`src/rtl/sid_envelope.sv`:
```
// sid_envelope -- ADSR envelope generator for one SID voice (6581 style).
// Decodes CTRL/AD/SR at BASE_ADDR+4..+6 from the shared write bus and
// produces an 8-bit amplitude for the voice's multiplying DAC.
// Ports:
//   CLK    master clock (single domain)
//   RST    synchronous reset, active high; overrides WR and CLKen
//   CLKen  1 MHz advance enable; all envelope timing counts these
//   WR     register write strobe, sampled every CLK
//   ADDR   SID register address
//   DATA   write data
//   OUTPUT envelope level (the env register itself, no extra latency)
module sid_envelope #(
  parameter logic [4:0] BASE_ADDR = 5'h00
) (
  input  logic       CLK,
  input  logic       RST,
  input  logic       CLKen,
  input  logic       WR,
  input  logic [4:0] ADDR,
  input  logic [7:0] DATA,
  output logic [7:0] OUTPUT
);

  localparam logic [4:0] CTRL_ADDR = BASE_ADDR + 5'd4;
  localparam logic [4:0] AD_ADDR   = BASE_ADDR + 5'd5;
  localparam logic [4:0] SR_ADDR   = BASE_ADDR + 5'd6;

  typedef enum logic [1:0] {
    ATTACK,
    DECAY_SUSTAIN,
    RELEASE
  } state_t;

  state_t      state, state_nx;
  logic        gate, gate_q;
  logic [3:0]  atk, dcy, sus, rel;
  logic [7:0]  env, env_nx;
  logic [14:0] rate_cnt, rate_nx;
  logic [4:0]  exp_cnt, exp_nx;

  logic [3:0]  rate_nib;
  logic [14:0] period_m1;
  logic        rate_tick, exp_tick;
  logic [4:0]  exp_period;
  logic [7:0]  sus_level;
  logic        gate_rise, gate_fall;

  // Rate nibble -> (period - 1) in CLKen cycles.
  function automatic logic [14:0] rate_lut(input logic [3:0] nib);
    case (nib)
      4'h0: rate_lut = 15'd8;
      4'h1: rate_lut = 15'd31;
      4'h2: rate_lut = 15'd62;
      4'h3: rate_lut = 15'd94;
      4'h4: rate_lut = 15'd148;
      4'h5: rate_lut = 15'd219;
      4'h6: rate_lut = 15'd266;
      4'h7: rate_lut = 15'd312;
      4'h8: rate_lut = 15'd391;
      4'h9: rate_lut = 15'd976;
      4'hA: rate_lut = 15'd1953;
      4'hB: rate_lut = 15'd3125;
      4'hC: rate_lut = 15'd3906;
      4'hD: rate_lut = 15'd11719;
      4'hE: rate_lut = 15'd19531;
      default: rate_lut = 15'd31250;
    endcase
  endfunction

  // Piecewise-exponential slope: lower levels step less often.
  function automatic logic [4:0] exp_lut(input logic [7:0] lvl);
    if (lvl >= 8'h5E)      exp_lut = 5'd1;
    else if (lvl >= 8'h37) exp_lut = 5'd2;
    else if (lvl >= 8'h1B) exp_lut = 5'd4;
    else if (lvl >= 8'h0F) exp_lut = 5'd8;
    else if (lvl >= 8'h07) exp_lut = 5'd16;
    else if (lvl >= 8'h01) exp_lut = 5'd30;
    else                   exp_lut = 5'd1;
  endfunction

  assign gate_rise = gate & ~gate_q;
  assign gate_fall = ~gate & gate_q;
  assign sus_level = {sus, sus};
  assign OUTPUT    = env;

  always_comb begin
    case (state)
      ATTACK:        rate_nib = atk;
      DECAY_SUSTAIN: rate_nib = dcy;
      default:       rate_nib = rel;
    endcase
  end

  assign period_m1  = rate_lut(rate_nib);
  // Free-running: if the period shrank below the count, it wraps at 0x7FFF.
  assign rate_tick  = (rate_cnt == period_m1);
  assign rate_nx    = rate_tick ? 15'd0 : rate_cnt + 15'd1;
  assign exp_period = exp_lut(env);
  assign exp_tick   = rate_tick && ((exp_cnt + 5'd1) == exp_period);

  // Envelope / divider next values (applied only when CLKen is high).
  always_comb begin
    env_nx = env;
    exp_nx = exp_cnt;
    case (state)
      ATTACK: begin
        if (rate_tick && env != 8'hFF) env_nx = env + 8'd1;
      end
      DECAY_SUSTAIN: begin
        if (rate_tick) exp_nx = exp_tick ? 5'd0 : exp_cnt + 5'd1;
        if (exp_tick && env > sus_level) env_nx = env - 8'd1;
      end
      default: begin
        if (rate_tick) exp_nx = exp_tick ? 5'd0 : exp_cnt + 5'd1;
        if (exp_tick && env != 8'h00) env_nx = env - 8'd1;
      end
    endcase
  end

  // Gate edges win; attack hands over to decay on the edge that reaches 0xFF.
  always_comb begin
    state_nx = state;
    if (gate_rise)
      state_nx = ATTACK;
    else if (gate_fall)
      state_nx = RELEASE;
    else if (state == ATTACK && CLKen && env_nx == 8'hFF)
      state_nx = DECAY_SUSTAIN;
  end

  always_ff @(posedge CLK) begin
    if (RST) begin
      state    <= RELEASE;
      gate     <= 1'b0;
      gate_q   <= 1'b0;
      atk      <= 4'h0;
      dcy      <= 4'h0;
      sus      <= 4'h0;
      rel      <= 4'h0;
      env      <= 8'h00;
      rate_cnt <= 15'd0;
      exp_cnt  <= 5'd0;
    end else begin
      if (WR) begin
        if (ADDR == CTRL_ADDR) gate <= DATA[0];
        if (ADDR == AD_ADDR) begin
          atk <= DATA[7:4];
          dcy <= DATA[3:0];
        end
        if (ADDR == SR_ADDR) begin
          sus <= DATA[7:4];
          rel <= DATA[3:0];
        end
      end
      gate_q <= gate;
      state  <= state_nx;
      if (CLKen) begin
        rate_cnt <= rate_nx;
        env      <= env_nx;
        exp_cnt  <= exp_nx;
      end
      if (gate_rise) exp_cnt <= 5'd0;
    end
  end

endmodule

```
`config.mk`:
```
export PLATFORM = sky130hd
export DESIGN_NAME = sid_envelope
export DESIGN_NICKNAME = d
export VERILOG_FILES = /design/src/rtl/sid_envelope.sv
export SDC_FILE = /design/constraint.sdc
export NUM_CORES = 1
export LEC_CHECK = 0
export CAP_MARGIN = 20
export CELL_PAD_IN_SITES_DETAIL_PLACEMENT = 0
export CELL_PAD_IN_SITES_GLOBAL_PLACEMENT = 2
export CORE_MARGIN = 2
export CORE_UTILIZATION = 25
export CTS_CLUSTER_DIAMETER = 50
export DETAILED_ROUTE_END_ITERATION = 10
export PLACE_DENSITY = 0.69
export SETUP_SLACK_MARGIN = 0.1
export SLEW_MARGIN = 10
export SYNTH_ARGS = -nofsm -noshare
export SYNTH_HDL_FRONTEND = slang
export SYNTH_SLANG_ARGS = --single-unit
```
`constraint.sdc`:
```
create_clock -name CLK -period 12.75 [get_ports CLK]
set_input_delay 2.55 -clock CLK [delete_from_list [all_inputs] [get_ports CLK]]
set_output_delay 2.55 -clock CLK [all_outputs]
set_load 0.02 [all_outputs]
```
==> results by group, run 1 <==
Power and ir drop
  – Pwr/cell area: 77.34 nW/um^2
  – Leakage power: 1.803 nW
  – VDD IR-drop max: 42.55 uV
  – Total power consumption of the routed design: 0.3651 mW

Logic synthesis
  – Proportion of synthesized flip-flops having asynchronous set or reset: 0%
  – Net count after synthesis: 571
  – Yosys cell types: 76
  – Main area contributors after synthesis: sky130_fd_sc_hd__dfxtp_1, sky130_fd_sc_hd__ha_1, sky130_fd_sc_hd__mux2i_1
  – Synth top cells by count: sky130_fd_sc_hd__nor2_1, sky130_fd_sc_hd__dfxtp_1, sky130_fd_sc_hd__nand2_1, sky130_fd_sc_hd__mux2i_1, sky130_fd_sc_hd__nor3_1
  – EDFF count, synth: 0
  – Netlist Area Pre-Place: 4153 sq um
  – Area share of the largest cell type after synthesis: 23.14%
  – Yosys warning total: 0
  – Most numerous cell in the Yosys netlist: sky130_fd_sc_hd__nor2_1
  – FF+latch count, synth: 48
  – Register area share after synthesis: 23.14%
  – Number of instances in the synthesized netlist: 530
  – Post-synthesis average cell area: 7.835 sq um
  – Library cell with the largest summed area after synthesis: sky130_fd_sc_hd__dfxtp_1
  – Main flop type after synthesis: sky130_fd_sc_hd__dfxtp_1

Floorplan
  – Area enclosed by the die boundary: 17660 sq um
  – Floorplan Core Area: 16410 sq um
  – Horizontal die dimension: 132.9 um
  – Number of top-level pins: 25
  – Starting Density: 25.31%
  – Row count: 47
  – Die Y: 132.9 um

Clocking
  – Count of H-tree levels built during CTS: 2
  – TritonCTS Buffers: 5
  – Clock transition at the register clock pins on the worst setup and hold paths after CTS: 70 ps
  – PostCTS Resize Cnt: 0
  – Sinks on Clock Net: 48
  – Clock latency at the later pin of the worst-skew pair: 300 ps
  – CTS tree: built
  – Hold buffer count at CTS: 0
  – Root buffer selected by CTS: sky130_fd_sc_hd__clkbuf_16
  – Clock tree buffer depth: 2
  – Post-CTS Setup Bufs: 0

STA
  – Setup TNS: 0 ps
  – Setup-violating endpoint count in the final report: 0
  – Slew Limit Fails: 0
  – Setup repair after global routing missed its margin: no
  – Period minus WS final: 5447 ps
  – Slew Limit Headroom: 41.41%
  – Final hold slack: 501.9 ps
  – Crit share post-route: 42.72%
  – Actual slew at the worst max-slew pin: 856.7 ps
  – Max Clk Rate: 183.6 MHz
  – Worst clock skew: 5.923 ps
  – Endpoints failing hold: 0

Route
  – DR WL/cell: 16.53 um
  – Initial DRC count: 272
  – Number of vias after detailed routing: 3923
  – Final ANT Viol Nets: 0
  – Pre-Repair DR Iteration Count: 5
  – Avg Vias per Cell: 5.189
  – Wire length reported by the detailed router: 12.50 mm
  – DRC violations left: 0

Status
  – Status: finished clean

Cells and area
  – Net count reported at finish: 576
  – Share of cells above drive strength 1: 6.903%
  – Antenna diode count: 0
  – Filler cell count: 1753
  – Area growth from synthesis to layout: 13.68%
  – Final Core Density: 28.77%

GRT
  – Antenna violations before repair: 0
  – Global-route wire length before repair: 20.49 mm
  – Largest net degree at the start of global routing: 41
  – Vias in the first global route: 3762
  – GRT Total Usage: 14.42%
  – GRT overflow: 0

Place
  – Detailed Place HPWL: 9.362 mm
  – Port-buffer cells: 24
  – Gp weighted congestion: 0.8210

Worst setup path
  – CP most frequent cell: sky130_fd_sc_hd__nor4_2
  – List of cells traversed by the critical path: mux2i_1 -> a21oi_2 -> ha_1 -> xor2_1 -> a2111o_1 -> a211oi_2 -> o22ai_1 -> nor4_2 -> nand4_1 -> or3_4 -> mux2_4 -> a221o_1 -> nor4_2 -> a311o_1
  – Crit path arrival time: 5690 ps
  – CP Class: reg -> reg
  – CP Max Fanout: 16
  – Cell with the largest stage delay on the worst path: sky130_fd_sc_hd__dfxtp_1
  – Type of destination of the critical path: flop
  – Highest cell delay on the worst timing path: 730 ps
  – Kind of start point of the critical path: flop
  – Worst EP required: 12990 ps

Hold path
  – Hold Path Class: reg -> reg

Job
  – Total of max-cap violations: 0
## kinds of logic (layout without fill, tap and decap cells)
kind of cell	Yosys count	count (layout)	share of synthesized area, %
flops	48	48	23.14
compound gates	118	118	21.39
simple gates	220	220	26.94
fa+ha+maj	24	24	7.231
xor+xnor	27	27	5.695
mux	38	38	9.852
buf+inv	55	61	5.755
## per-stage QoR
step | instance area [sq um] | worst slack, ps | std cells
after global placement | 4549 | 7488 | 748
final | 4721 | 7303 | 756
after CTS | 4721 | 7344 | 756
after global routing | 4721 | 7006 | 756
after floorplan | 4153 | 8513 | 530
after detailed placement | 4549 | 7396 | 748
## critical path: cells and delay by family (launching register included)
family	cells	cell delay (ps)
flip-flops	1	730
AO/OA/AOI/OAI	6	1660
adder cells (fa/ha/maj)	1	430
XOR/XNOR	1	110
multiplexers	2	620
AND/OR/NAND/NOR	4	1850
## cells in the final DEF, fill, tap and decap left out, types with 5 or more instances in the layout
| cell type | n |
|---|---|
| sky130_fd_sc_hd__and3_1 | 7 |
| sky130_fd_sc_hd__nand2_1 | 38 |
| sky130_fd_sc_hd__nor3_1 | 25 |
| sky130_fd_sc_hd__dfxtp_1 | 48 |
| sky130_fd_sc_hd__a21oi_1 | 24 |
| sky130_fd_sc_hd__o21ai_0 | 13 |
| sky130_fd_sc_hd__clkbuf_16 | 5 |
| sky130_fd_sc_hd__nand2b_1 | 8 |
| sky130_fd_sc_hd__a211oi_1 | 6 |
| sky130_fd_sc_hd__nand3_1 | 18 |
| sky130_fd_sc_hd__o211a_1 | 5 |
| sky130_fd_sc_hd__inv_1 | 24 |
| sky130_fd_sc_hd__nor2_1 | 69 |
| sky130_fd_sc_hd__clkdlybuf4s50_1 | 24 |
| sky130_fd_sc_hd__o211ai_1 | 10 |
| sky130_fd_sc_hd__xor2_1 | 15 |
| sky130_fd_sc_hd__or4_1 | 5 |
| sky130_fd_sc_hd__nor3b_1 | 5 |
| sky130_fd_sc_hd__mux2i_1 | 28 |
| sky130_fd_sc_hd__nand4_1 | 12 |
| sky130_fd_sc_hd__ha_1 | 24 |
| sky130_fd_sc_hd__xnor2_1 | 12 |
## power by group
group	internal (mW)	switching (mW)	total, mW	leakage [nW]
sequential	0.152	0.00449	0.156	0.388
clock	0.0934	0.0644	0.158	0.0804
combinational	0.0209	0.0303	0.0512	1.33
## flip-flops by register name, indices dropped and copies added, names as in the netlist
signal and count:
dcy 4, gate_q 1, gate 1, sus 4
OUTPUT 8, exp_cnt 5, atk 4, rel 4
rate_cnt 15, state 2
## path summary, 6_finish.rpt
| check | startpoint | end | slack (ps) | cells past startpoint |
|---|---|---|---|---|
| worst max-delay path | state[0]$_SDFFE_PP0P_ | state[1]$_SDFFE_PP1P_ | 7300 | 14 |
| worst min register to register | sus[2]$_SDFFE_PP0P_ | sus[2]$_SDFFE_PP0P_ | 500 | 2 |
| worst max register to register | state[0]$_SDFFE_PP0P_ | state[1]$_SDFFE_PP1P_ | 7300 | 14 |
| worst min-delay path | sus[2]$_SDFFE_PP0P_ | sus[2]$_SDFFE_PP0P_ | 500 | 2 |
## layout make-up
| type | count | area, sq um | area share (%) |
|---|---|---|---|
| Sequential cell | 48 | 960.9 | 20.36 |
| Multi-Input combinational cell | 427 | 2953 | 62.55 |
| Tap cell | 220 | 275.3 | 5.831 |
| Clock inverter | 3 | 46.29 | 0.9807 |
| Clock buffer | 5 | 125.1 | 2.650 |
| Inverter | 26 | 97.59 | 2.067 |
| Timing Repair Buffer | 27 | 262.8 | 5.566 |
## layer usage
metal	global-route usage [%]	routed length, um	vias up
met1	20.68	6121	1848
met5	0	0	-
met4	3.226	133	0
li1	-	-	1954
met2	22.83	5604	106
met3	2.107	634	15
Power figures use the tool's default switching activity.
==> inputs of run 2 (changes only) <==
Clock period 12.75 ns to 5.4 ns, I/O delays scaled along.
==> run 2 against run 1 <==
Clock power rose by 130%. Critical path depth is 3 higher. Sequential power is 130% higher. Maximum frequency is 14% higher. Core utilization rose by 0.64 points. Register-to-register slack worse by 6700 ps. Setup slack worse by 6700 ps. Largest cell class unchanged.
==> results by group, run 2 (synthesis results as in run 1) <==
Worst setup path
  – Highest cell delay on the worst timing path: 440 ps
  – CP most frequent cell: sky130_fd_sc_hd__buf_4
  – Crit path arrival time: 5030 ps
  – Type of destination of the critical path: flop
  – Cell with the largest stage delay on the worst path: sky130_fd_sc_hd__mux2_2
  – CP Class: reg -> reg
  – CP Max Fanout: 14
  – Source of the critical timing path: state[1]$_SDFFE_PP1P_
  – List of cells traversed by the critical path: buf_4 -> inv_1 -> mux2_2 -> inv_2 -> ha_1 -> mux2i_1 -> o32ai_1 -> a311oi_1 -> xnor2_1 -> a211oi_1 -> nand4_1 -> buf_4 -> or3_4 -> mux2_4 -> a221o_1 -> nor4_2 -> a311o_1
  – Worst EP required: 5640 ps
  – Kind of start point of the critical path: flop
  – Buf/Inv on CP: 4
  – Startpoint of the worst-slack reg-to-reg timing path: state[1]$_SDFFE_PP1P_
  – Category of cells accounting for the largest share of critical-path delay: compound AO/OA/AOI/OAI gates

Floorplan
  – Area enclosed by the die boundary: 17660 sq um
  – Row count: 47
  – Starting Density: 25.31%
  – Die Y: 132.9 um
  – Number of top-level pins: 25
  – Horizontal die dimension: 132.9 um
  – Floorplan Core Area: 16410 sq um

GRT
  – GRT overflow: 0
  – Antenna violations before repair: 0
  – Largest net degree at the start of global routing: 30
  – GRT Total Usage: 14.24%
  – Vias in the first global route: 3758
  – Global-route wire length before repair: 20.28 mm

Cells and area
  – Share of cells above drive strength 1: 9.273%
  – Net count reported at finish: 590
  – Post-route design area: 4826 sq um
  – Most used cells in the layout excluding fill and tap cells: sky130_fd_sc_hd__nor2_1, sky130_fd_sc_hd__dfxtp_1, sky130_fd_sc_hd__nand2_1
  – Filler cell count: 1763
  – Largest register FFs: 15
  – Antenna diode count: 0
  – Commonest non-fill, non-tap cell in the layout: sky130_fd_sc_hd__nor2_1
  – Area growth from synthesis to layout: 16.21%
  – Register with the highest flop count: rate_cnt

STA
  – Slew Limit Fails: 0
  – Max Clk Rate: 208.9 MHz
  – Worst setup slack after layout: 612.7 ps
  – Final hold slack: 505.8 ps
  – Setup repair after global routing missed its margin: no
  – Period minus WS final: 4787 ps
  – Crit share post-route: 88.65%
  – Endpoints failing hold: 0
  – Worst clock skew: 2.475 ps
  – Actual slew at the worst max-slew pin: 788.2 ps
  – Slew Limit Headroom: 47.45%
  – Setup-violating endpoint count in the final report: 0
  – Setup TNS: 0 ps

Clocking
  – Post-CTS Setup Bufs: 0
  – TritonCTS Buffers: 5
  – Clock latency at the later pin of the worst-skew pair: 300 ps
  – Clock transition at the register clock pins on the worst setup and hold paths after CTS: 70 ps
  – Hold buffer count at CTS: 0
  – Root buffer selected by CTS: sky130_fd_sc_hd__clkbuf_16
  – Sinks on Clock Net: 48
  – Clock tree buffer depth: 2
  – PostCTS Resize Cnt: 0
  – CTS tree: built
  – Count of H-tree levels built during CTS: 2

Place
  – Detailed Place HPWL: 9.493 mm
  – Port-buffer cells: 24
  – Worst slack after detailed placement: 715.0 ps
  – Gp weighted congestion: 0.8134
  – Post-Place Cell Area: 4654 sq um

Power and ir drop
  – Fraction of power consumed by the clock network: 42.8%
  – VDD IR-drop max: 91.73 uV
  – Proportion of power drawn by combinational gates: 15.2%
  – Total internal power: 0.6320 mW
  – Switching part of the total power: 26.88%
  – Flop pwr share: 42.0%
  – Total power consumption of the routed design: 0.8644 mW
  – Pwr/cell area: 179.1 nW/um^2
  – P_sw: 0.2324 mW
  – Leakage power: 1.876 nW

Route
  – Pre-Repair DR Iteration Count: 5
  – Number of vias after detailed routing: 3995
  – DRC violations left: 0
  – Final ANT Viol Nets: 0
  – Wire length reported by the detailed router: 12.39 mm
  – Initial DRC count: 330
  – Avg Vias per Cell: 5.188
  – DR WL/cell: 16.09 um

Job
  – Total of max-cap violations: 0

Status
  – Status: finished clean

Hold path
  – Worst Hold Launch: sus[2]$_SDFFE_PP0P_
  – Hold Path Class: reg -> reg
-- run 2: worst paths after layout --
kind,cells after the start,slack (ps),endpoint
min,2,510,sus[2]$_SDFFE_PP0P_
max,17,610,state[1]$_SDFFE_PP1P_
max reg2reg,17,610,state[1]$_SDFFE_PP1P_
min reg2reg,2,510,sus[2]$_SDFFE_PP0P_
-- run 2: cell type report --
type,count,area (sq um),area share (%)
multi-input cells,427,2953,61.19
flip-flops and latches,48,960.9,19.91
repair buffers,41,367.9,7.623
well taps,220,275.3,5.704
clock buffers,5,125.1,2.593
inverters,26,97.59,2.022
clock inverters,3,46.29,0.9593
-- run 2: per-stage QoR --
stage	util (%)	instances
floorplan	-	530
global placement	28.37	762
detailed placement	28.37	762
CTS	29.41	770
global route	29.41	770
finish	29.41	770
-- run 2: worst min-delay path: stages (launching register included) --
cell	delay (ps)
sky130_fd_sc_hd__dfxtp_1	330
sky130_fd_sc_hd__mux2i_1	70
sky130_fd_sc_hd__nor2_1	80
-- run 2: power by group through the flow --
stage / sequential, mW / combinational, mW / clock (mW)
after floorplan: 0.373 / 0.0827 / 0
after global placement: 0.371 / 0.131 / 0
after detailed placement: 0.372 / 0.130 / 0
after CTS: 0.363 / 0.130 / 0.383
after global routing: 0.364 / 0.144 / 0.394
final: 0.363 / 0.131 / 0.370
-- run 2: routing by layer --
metal  GRT usage (%)  up-vias  routed length (um)
met5               0        -                   0
met3           2.222       11                 372
li1                -     1986                   -
met4           3.943        0                 146
met2           22.34       79                5754
met1           20.22     1919                6116
==> edit: new RTL, settings of run 2 <==
Re-encode `state_t` (3 states) as one-hot, 3 bits wide.
--- a/src/rtl/sid_envelope.sv
+++ b/src/rtl/sid_envelope.sv
@@ -25,10 +25,10 @@
   localparam logic [4:0] AD_ADDR   = BASE_ADDR + 5'd5;
   localparam logic [4:0] SR_ADDR   = BASE_ADDR + 5'd6;
 
-  typedef enum logic [1:0] {
-    ATTACK,
-    DECAY_SUSTAIN,
-    RELEASE
+  typedef enum logic [2:0] {
+    ATTACK        = 3'b001,
+    DECAY_SUSTAIN = 3'b010,
+    RELEASE       = 3'b100
   } state_t;
 
   state_t      state, state_nx;
Formal check against the unedited RTL: same outputs for any inputs over 10 cycles, from zero or initial values and one cycle with RST high; not proved beyond that.
==> edit against run 2 <==
First-iteration DRC count is 35% lower. Area after synthesis is 2.7% lower. Fmax is 3.0% lower. Power is 4.9% lower. Critical path depth is 1 higher. Synthesized cell count is 0.75% lower. Worst setup slack worse by 0.15 ns. Routed wire length is 1.0% lower. Final area is 3.5% lower. Hold slack worse by 0.035 ns. Global-route usage is 0.11 points higher. Sequential cell count is 1 higher. Clock power is 7.0% lower.
==> edit: results (changes against run 2) <==
Synth
  – Seq/Total Area, Yosys: 24.3% (+1.1 points)
  – Mean area per synthesized cell: 7.68 sq um (-2.0%)
  – Synth area leaders: dfxtp_1, ha_1, nor2_1
  – Number of distinct library cells after synthesis: 75 (-1.3%)
  – Commonest cells in the netlist: nor2_1, dfxtp_1, nand2_1
  – Syn nets: 564 (-1.2%)

GRT
  – GR Util met3: 2.55% (+0.32 points)
  – Met2 Track Usage GR: 24.2% (+1.9 points)
  – Global-route wire length before repair: 20000 um (-1.3%)
  – GRT Total Usage: 14.3% (+0.11 points)
  – Vias in the first global route: 3811 (+1.4%)

Hold path
  – Hold EP: exp_cnt[4]
  – Worst Hold Launch: exp_cnt[4]

Layout
  – Finished Layout Cells: 754 (-2.1%)
  – Layout Nets: 575 (-2.5%)
  – Ratio of cells with drive above 1 in the final layout: 7.62% (-1.7 points)

STA
  – Final Skew: 0.0107 ns (+0.00824 ns)
  – Setup slack after layout: 0.464 ns (-0.149 ns)
  – Min Hold Slack: 0.471 ns (-0.0353 ns)
  – Slew margin rel.: 55.5% (+8.1 points)

Routing
  – Routed Wire Length: 12300 um (-1.0%)
  – DR vias/cell: 5.16 (-0.59%)
  – Initial DRC Count: 214 (-35%)
  – 1st-pass router iterations: 4 (-1)

Worst setup path
  – Setup crit start: rel[0]
  – Cell count of the worst reg-to-reg path: 18 (+1)
  – Critical path peak fanout: 11 (-3)

Status
  – Status: finished clean

Power
  – Worst vdd ir: 0.111 mV (+21%)
  – Lkg Pwr: 1.83 nW (-2.5%)

Place
  – Pre-CTS setup slack: 0.350 ns (-0.365 ns)
  – Detail Placement HPWL: 9230 um (-2.8%)
  – Final GP Congestion: 0.867 (+6.6%)
  – Placed Area: 4490 sq um (-3.6%)
==> edit: power breakdown <==
group,total [W],internal (W),switching [W]
Sequential,0.000376,0.000365,0.0000106
Combinational,0.000102,0.0000468,0.0000553
Clock,0.000344,0.000178,0.000166
==> edit: layer usage <==
layer | share of wire, % | vias up | wire (um)
li1 | - | 1940 | -
met1 | 48 | 1855 | 5890
met2 | 47 | 78 | 5720
met3 | 3.6 | 16 | 447
met4 | 1.7 | 0 | 209
met5 | 0 | - | 0
==> edit: what timing repair did <==
item / 4_1_cts / 5_1_grt
endpoints found under the setup margin: 0 / 3
buffers inserted: 0 / 0
resized for setup: 0 / 5
==> edit: layout make-up <==
cell class	instances	area, sq um
Multi-Input combinational cell	426	2850
Inverter	20	77.6
Fill cell	1715	11200
Timing Repair Buffer	35	323
Sequential cell	49	985
Tap cell	216	270
Clock inverter	3	28.8
Clock buffer	5	125
==> edit: logic make-up after synthesis <==
group                    synth area share (%)
AO/OA/AOI/OAI                            21.0
XOR/XNOR                                 8.02
adder cells (fa/ha/maj)                  6.51
buffers and inverters                    5.48
flip-flops                               24.3
multiplexers                             6.20
AND/OR/NAND/NOR                          28.5
==> edit: critical path: stages (launching register included) <==
cell and delay [ns]:
dfxtp_1 0.45, or3b_1 0.37, o211ai_1 0.12, a21o_2 0.25
inv_4 0.10, ha_1 0.30, inv_1 0.10, nor2_1 0.05
a32oi_1 0.22, xnor2_1 0.13, and4_1 0.19, o311ai_1 0.20
or4_4 0.64, or3_1 0.32, a21oi_1 0.15, a211oi_1 0.08
or4_1 0.58, o41a_1 0.44, mux2i_1 0.14
